<file path="src/rtl/reg_file_pkg.sv">
// Shared constants and word type for the register file.
// Instances may override the widths, but these are the defaults everywhere.
package reg_file_pkg;
    localparam int DEFAULT_LENGTH = 8;
    localparam int DEFAULT_NREGS  = 8;

    typedef logic [DEFAULT_LENGTH-1:0] word_t;
endpackage

</file>
<file path="src/rtl/reg_file.sv">
// Register file: NREGS x LENGTH registers, one write port and two combinational read ports.
// Asynchronous active-low reset clears every register.
module reg_file
    import reg_file_pkg::*;
#(
    parameter int LENGTH   = DEFAULT_LENGTH,
    parameter int NREGS    = DEFAULT_NREGS,
    parameter int SEL_BITS = $clog2(NREGS)
) (
    input  logic                clk,
    input  logic                reset,
    input  logic                wr,
    input  logic [SEL_BITS-1:0] addr_d,
    input  logic [LENGTH-1:0]   data_in,
    input  logic [SEL_BITS-1:0] addr_a,
    input  logic [SEL_BITS-1:0] addr_b,
    output logic [LENGTH-1:0]   data_out_a,
    output logic [LENGTH-1:0]   data_out_b
);

    logic [LENGTH-1:0] r_regs [NREGS];
    logic [NREGS-1:0]  w_wr_en;
    logic [LENGTH-1:0] w_rd_a;
    logic [LENGTH-1:0] w_rd_b;

    // Decoding against every legal index means unused codes (non-power-of-two NREGS) select nothing.
    always_comb begin
        w_wr_en = '0;
        for (int i = 0; i < NREGS; i++) begin
            w_wr_en[i] = wr && (addr_d == SEL_BITS'(i));
        end
    end

    always_ff @(posedge clk or negedge reset) begin
        if (!reset) begin
            for (int i = 0; i < NREGS; i++) begin
                r_regs[i] <= '0;
            end
        end else begin
            for (int i = 0; i < NREGS; i++) begin
                if (w_wr_en[i]) begin
                    r_regs[i] <= data_in;
                end
            end
        end
    end

    // Read muxes default to zero so out-of-range indices read as 0; no bypass from data_in.
    always_comb begin
        w_rd_a = '0;
        w_rd_b = '0;
        for (int i = 0; i < NREGS; i++) begin
            if (addr_a == SEL_BITS'(i)) begin
                w_rd_a = r_regs[i];
            end
            if (addr_b == SEL_BITS'(i)) begin
                w_rd_b = r_regs[i];
            end
        end
    end

    assign data_out_a = w_rd_a;
    assign data_out_b = w_rd_b;

endmodule

</file>
<file path="config.mk">
export PLATFORM = sky130hd
export DESIGN_NAME = reg_file
export DESIGN_NICKNAME = d
export VERILOG_FILES = /design/src/rtl/reg_file_pkg.sv /design/src/rtl/reg_file.sv
export SDC_FILE = /design/constraint.sdc
export NUM_CORES = 1
export LEC_CHECK = 0
export CAP_MARGIN = 20
export CORE_MARGIN = 3
export CORE_UTILIZATION = 30
export DETAILED_ROUTE_END_ITERATION = 6
export PLACE_DENSITY = 0.49
export SLEW_MARGIN = 20
export SYNTH_ARGS = -nofsm -noshare
export SYNTH_HDL_FRONTEND = slang
export SYNTH_SLANG_ARGS = --single-unit
</file>
<file path="constraint.sdc">
create_clock -name clk -period 2.1 [get_ports clk]
set_input_delay 0.315 -clock clk [delete_from_list [all_inputs] [get_ports clk]]
set_output_delay 0.315 -clock clk [all_outputs]
set_load 0.02 [all_outputs]
</file>
==> reports/qor.yml <==
first_global_vias: 2498
post-route-drc-count: 0
grt_first_pass_wirelength_mm: 15.1
yosys.area_share.xor_xnor: 0
preCtsSetupSlack_ns: -0.638
achievable-frequency_mhz: 483
ff2ff_setup_slack_ns: 1.21
yosys.area_share.simple: 0.0795
grt-ovfl-total: 0
tightest_slew_ns: 0.373
final.period_utilization: 0.985
cts_htree_levels: 3
registers.top_by_ff_count: "r_regs"
die_outline_area_mm2: 0.0134
post-place-cells: 458
grt_max_degree: 65
pwr_density_cell_mw_per_mm2: 914
synth_seq_area_share: 0.444
yosys.cell_count.top_type: "sky130_fd_sc_hd__mux2_2"
cts_tree: "done"
synthesis.yosys.warnings: 0
track_usage: 0.153
total_leakage_power_uw: 0.00202
largest_registers: "r_regs: 64 flops"
drv_slew: 0
synth_top_family_by_area: "multiplexers"
fin_nets: 351
final.min_clock_period_ns: 2.07
gp_congestion: 0.743
critical_path_cell_list: "mux4_1 -> mux2_2 -> clkdlybuf4s15_2"
worst_path_largest_cell_delay_ns: 0.49
number_of_buffers_inserted_during_clock_tree_synthesis: 9
clockRootBuffer: "sky130_fd_sc_hd__clkbuf_16"
slew_headroom: 0.751
post_route_cells_drive_above_1_share: 0.461
timing.hold.worst.class: "input pin to asynchronous set/reset pin"
synth_top_cell_area_share: 0.444
yosys_most_used_dff: "sky130_fd_sc_hd__dfrtp_1"
irDropWorstVdd_mv: 0.362
n_antenna_cell: 0
setup-tns-final_ns: 0
synth_seq_cells: 64
outcome: "complete, but fails checks"
synth_area_mm2: 0.00360
failing_checks: "hold timing"
yosys-mux-area-fraction: 0.386
postSynthAreaPerCell_um2: 13.7
critPathMaxFanout: 3
fin_cells: 479
drtAntennaViolNets: 0
cap_violations: 0
cts_num_sinks: 64
synth.net_count: 284
cp-end-kind: "output pin"
first_iter_violations: 143
netlist_instances: 264
largest_reg_flops: 64
worstPathArrival_ns: 1.75
filler_cell_count: 1114
wirelength_mm: 9.66
critical_path.slowest_cell: "sky130_fd_sc_hd__mux4_1"
crit_type: "register to output pin"
synthDistinctLibCells: 36
synth.cells.most_frequent: "sky130_fd_sc_hd__mux2_2, sky130_fd_sc_hd__dfrtp_1, sky130_fd_sc_hd__mux4_1, sky130_fd_sc_hd__nand2_1"
synth_compound_area_frac: 0.0545
vias_per_cell: 5.15
worstPathRequired_ns: 1.78
synthToLayoutAreaGrowth_pct: 29.4
startpoint_type_of_the_worst_setup_path: "register"
pin_count: 36
final_core_util: 0.403
timing_hold_violations_final: 4
async_reset_ff_frac: 1.00
core_area_mm2: 0.0116
initial_core_util: 0.312
finalWorstSetupSlack_ns: 0.0307
dp_hpwl_mm: 6.28
die-height_um: 116
top_post_synthesis_cells_by_area: "sky130_fd_sc_hd__dfrtp_1, sky130_fd_sc_hd__mux2_2, sky130_fd_sc_hd__mux4_1"
synth_fa_ha_area_frac: 0
final.hold.worst_slack_ns: -0.00626
initial_antenna_violation_count: 0
cts.reportedPaths.clkPinSlew_ns: 0.06
report.final.setup_viol: 0
via_count: 2469
worst_skew_pair.late_latency_ns: 0.32
worst_clock_skew_ns: 0
synth-edff-count: 0
placement_rows: 39
firstDrtPassIters: 4
port_buffers: 35
die_w_um: 116
grt_setup_unrepaired: "false"
routed_wire_length_per_instance_um: 20.2
cts_max_path_buffers: 2
synth_area_leader_cell: "sky130_fd_sc_hd__dfrtp_1"
[repair_timing]
action | CTS | global route
hold buffers | 0 | 0
cloned | 2 | 0
endpoints found under the setup margin | 16 | 11
resized for setup | 63 | 13
pin swaps | 1 | 0
buffers inserted | 2 | 1
[worst paths after layout]
check | start | end | depth (start not counted)
worst max-delay path | r_regs[14]$_DFFE_PN0P_ | data_out_a[6] | 3
worst min-delay path | reset | r_regs[5]$_DFFE_PN0P_ | 2
worst max register to register | r_regs[43]$_DFFE_PN0P_ | r_regs[43]$_DFFE_PN0P_ | 2
worst min register to register | r_regs[23]$_DFFE_PN0P_ | r_regs[23]$_DFFE_PN0P_ | 1
max in group asynchronous | reset | r_regs[23]$_DFFE_PN0P_ | 2
min in group clk | r_regs[23]$_DFFE_PN0P_ | r_regs[23]$_DFFE_PN0P_ | 1
[metrics by stage]
| step | instance area (µm²) | total power, µW |
|---|---|---|
| final | 4660 | 4260 |
| after CTS | 4710 | 4330 |
| after global routing | 4660 | 4480 |
| after floorplan | 3600 | 2400 |
| after detailed placement | 4360 | 2850 |
| after global placement | 4360 | 2830 |
[cells in the final DEF (no fill, tap or decap), types with 3 or more instances in the layout]
| cell type | netlist | final |
|---|---|---|
| sky130_fd_sc_hd__nand4b_1 | 3 | 3 |
| sky130_fd_sc_hd__buf_2 | 10 | 13 |
| sky130_fd_sc_hd__inv_1 | 4 | 4 |
| sky130_fd_sc_hd__o22ai_1 | 3 | 3 |
| sky130_fd_sc_hd__mux2_2 | 69 | 69 |
| sky130_fd_sc_hd__buf_12 | 1 | 6 |
| sky130_fd_sc_hd__nand2b_1 | 3 | 3 |
| sky130_fd_sc_hd__mux4_1 | 16 | 14 |
| sky130_fd_sc_hd__mux2i_1 | 8 | 8 |
| sky130_fd_sc_hd__mux4_2 | 5 | 7 |
| sky130_fd_sc_hd__nand2_1 | 13 | 13 |
| sky130_fd_sc_hd__o21ai_0 | 7 | 7 |
| sky130_fd_sc_hd__dfrtp_1 | 64 | 64 |
| sky130_fd_sc_hd__dlygate4sd2_1 | 0 | 5 |
| sky130_fd_sc_hd__nor2_1 | 7 | 7 |
| sky130_fd_sc_hd__clkbuf_16 | 0 | 9 |
| sky130_fd_sc_hd__a21oi_1 | 10 | 10 |
| sky130_fd_sc_hd__buf_4 | 1 | 30 |
| sky130_fd_sc_hd__clkdlybuf4s50_1 | 0 | 13 |
| sky130_fd_sc_hd__nor3_1 | 9 | 9 |
| sky130_fd_sc_hd__buf_6 | 1 | 3 |
[worst max-delay path: cells and delay by family, from the launching register on]
kind | cells | cell delay [ns]
flops | 1 | 0.42
buf+inv | 1 | 0.25
mux | 2 | 0.76
[per-layer routing]
| metal | global-route usage | routed length, µm |
|---|---|---|
| met5 | 0 | 0 |
| met1 | 0.221 | 4600 |
| met2 | 0.237 | 4420 |
| met4 | 0.0487 | 155 |
| met3 | 0.0256 | 490 |
[kinds of logic after synthesis]
kind of cell | after synthesis
and+or+nand+nor | 48
DFF | 64
muxes | 98
AOI/OAI and AO/OA | 30
buffers and inverters | 24
[where the power goes]
| part | internal [µW] | total, µW | switching [µW] |
|---|---|---|---|
| registers | 1510 | 1710 | 207 |
| logic | 625 | 1060 | 437 |
| clock network | 918 | 1480 | 567 |
[layout make-up]
type / instances / area [µm²] / share of cell area
clock buffer: 9 / 225 / 0.0483
inverter: 5 / 18.8 / 0.00402
sequential: 64 / 1600 / 0.343
clock inverter: 7 / 72.6 / 0.0156
timing repair buffer: 75 / 699 / 0.150
multi-input combinational: 176 / 1870 / 0.400
tap: 143 / 179 / 0.0384
(Power assumes the default switching activity.)
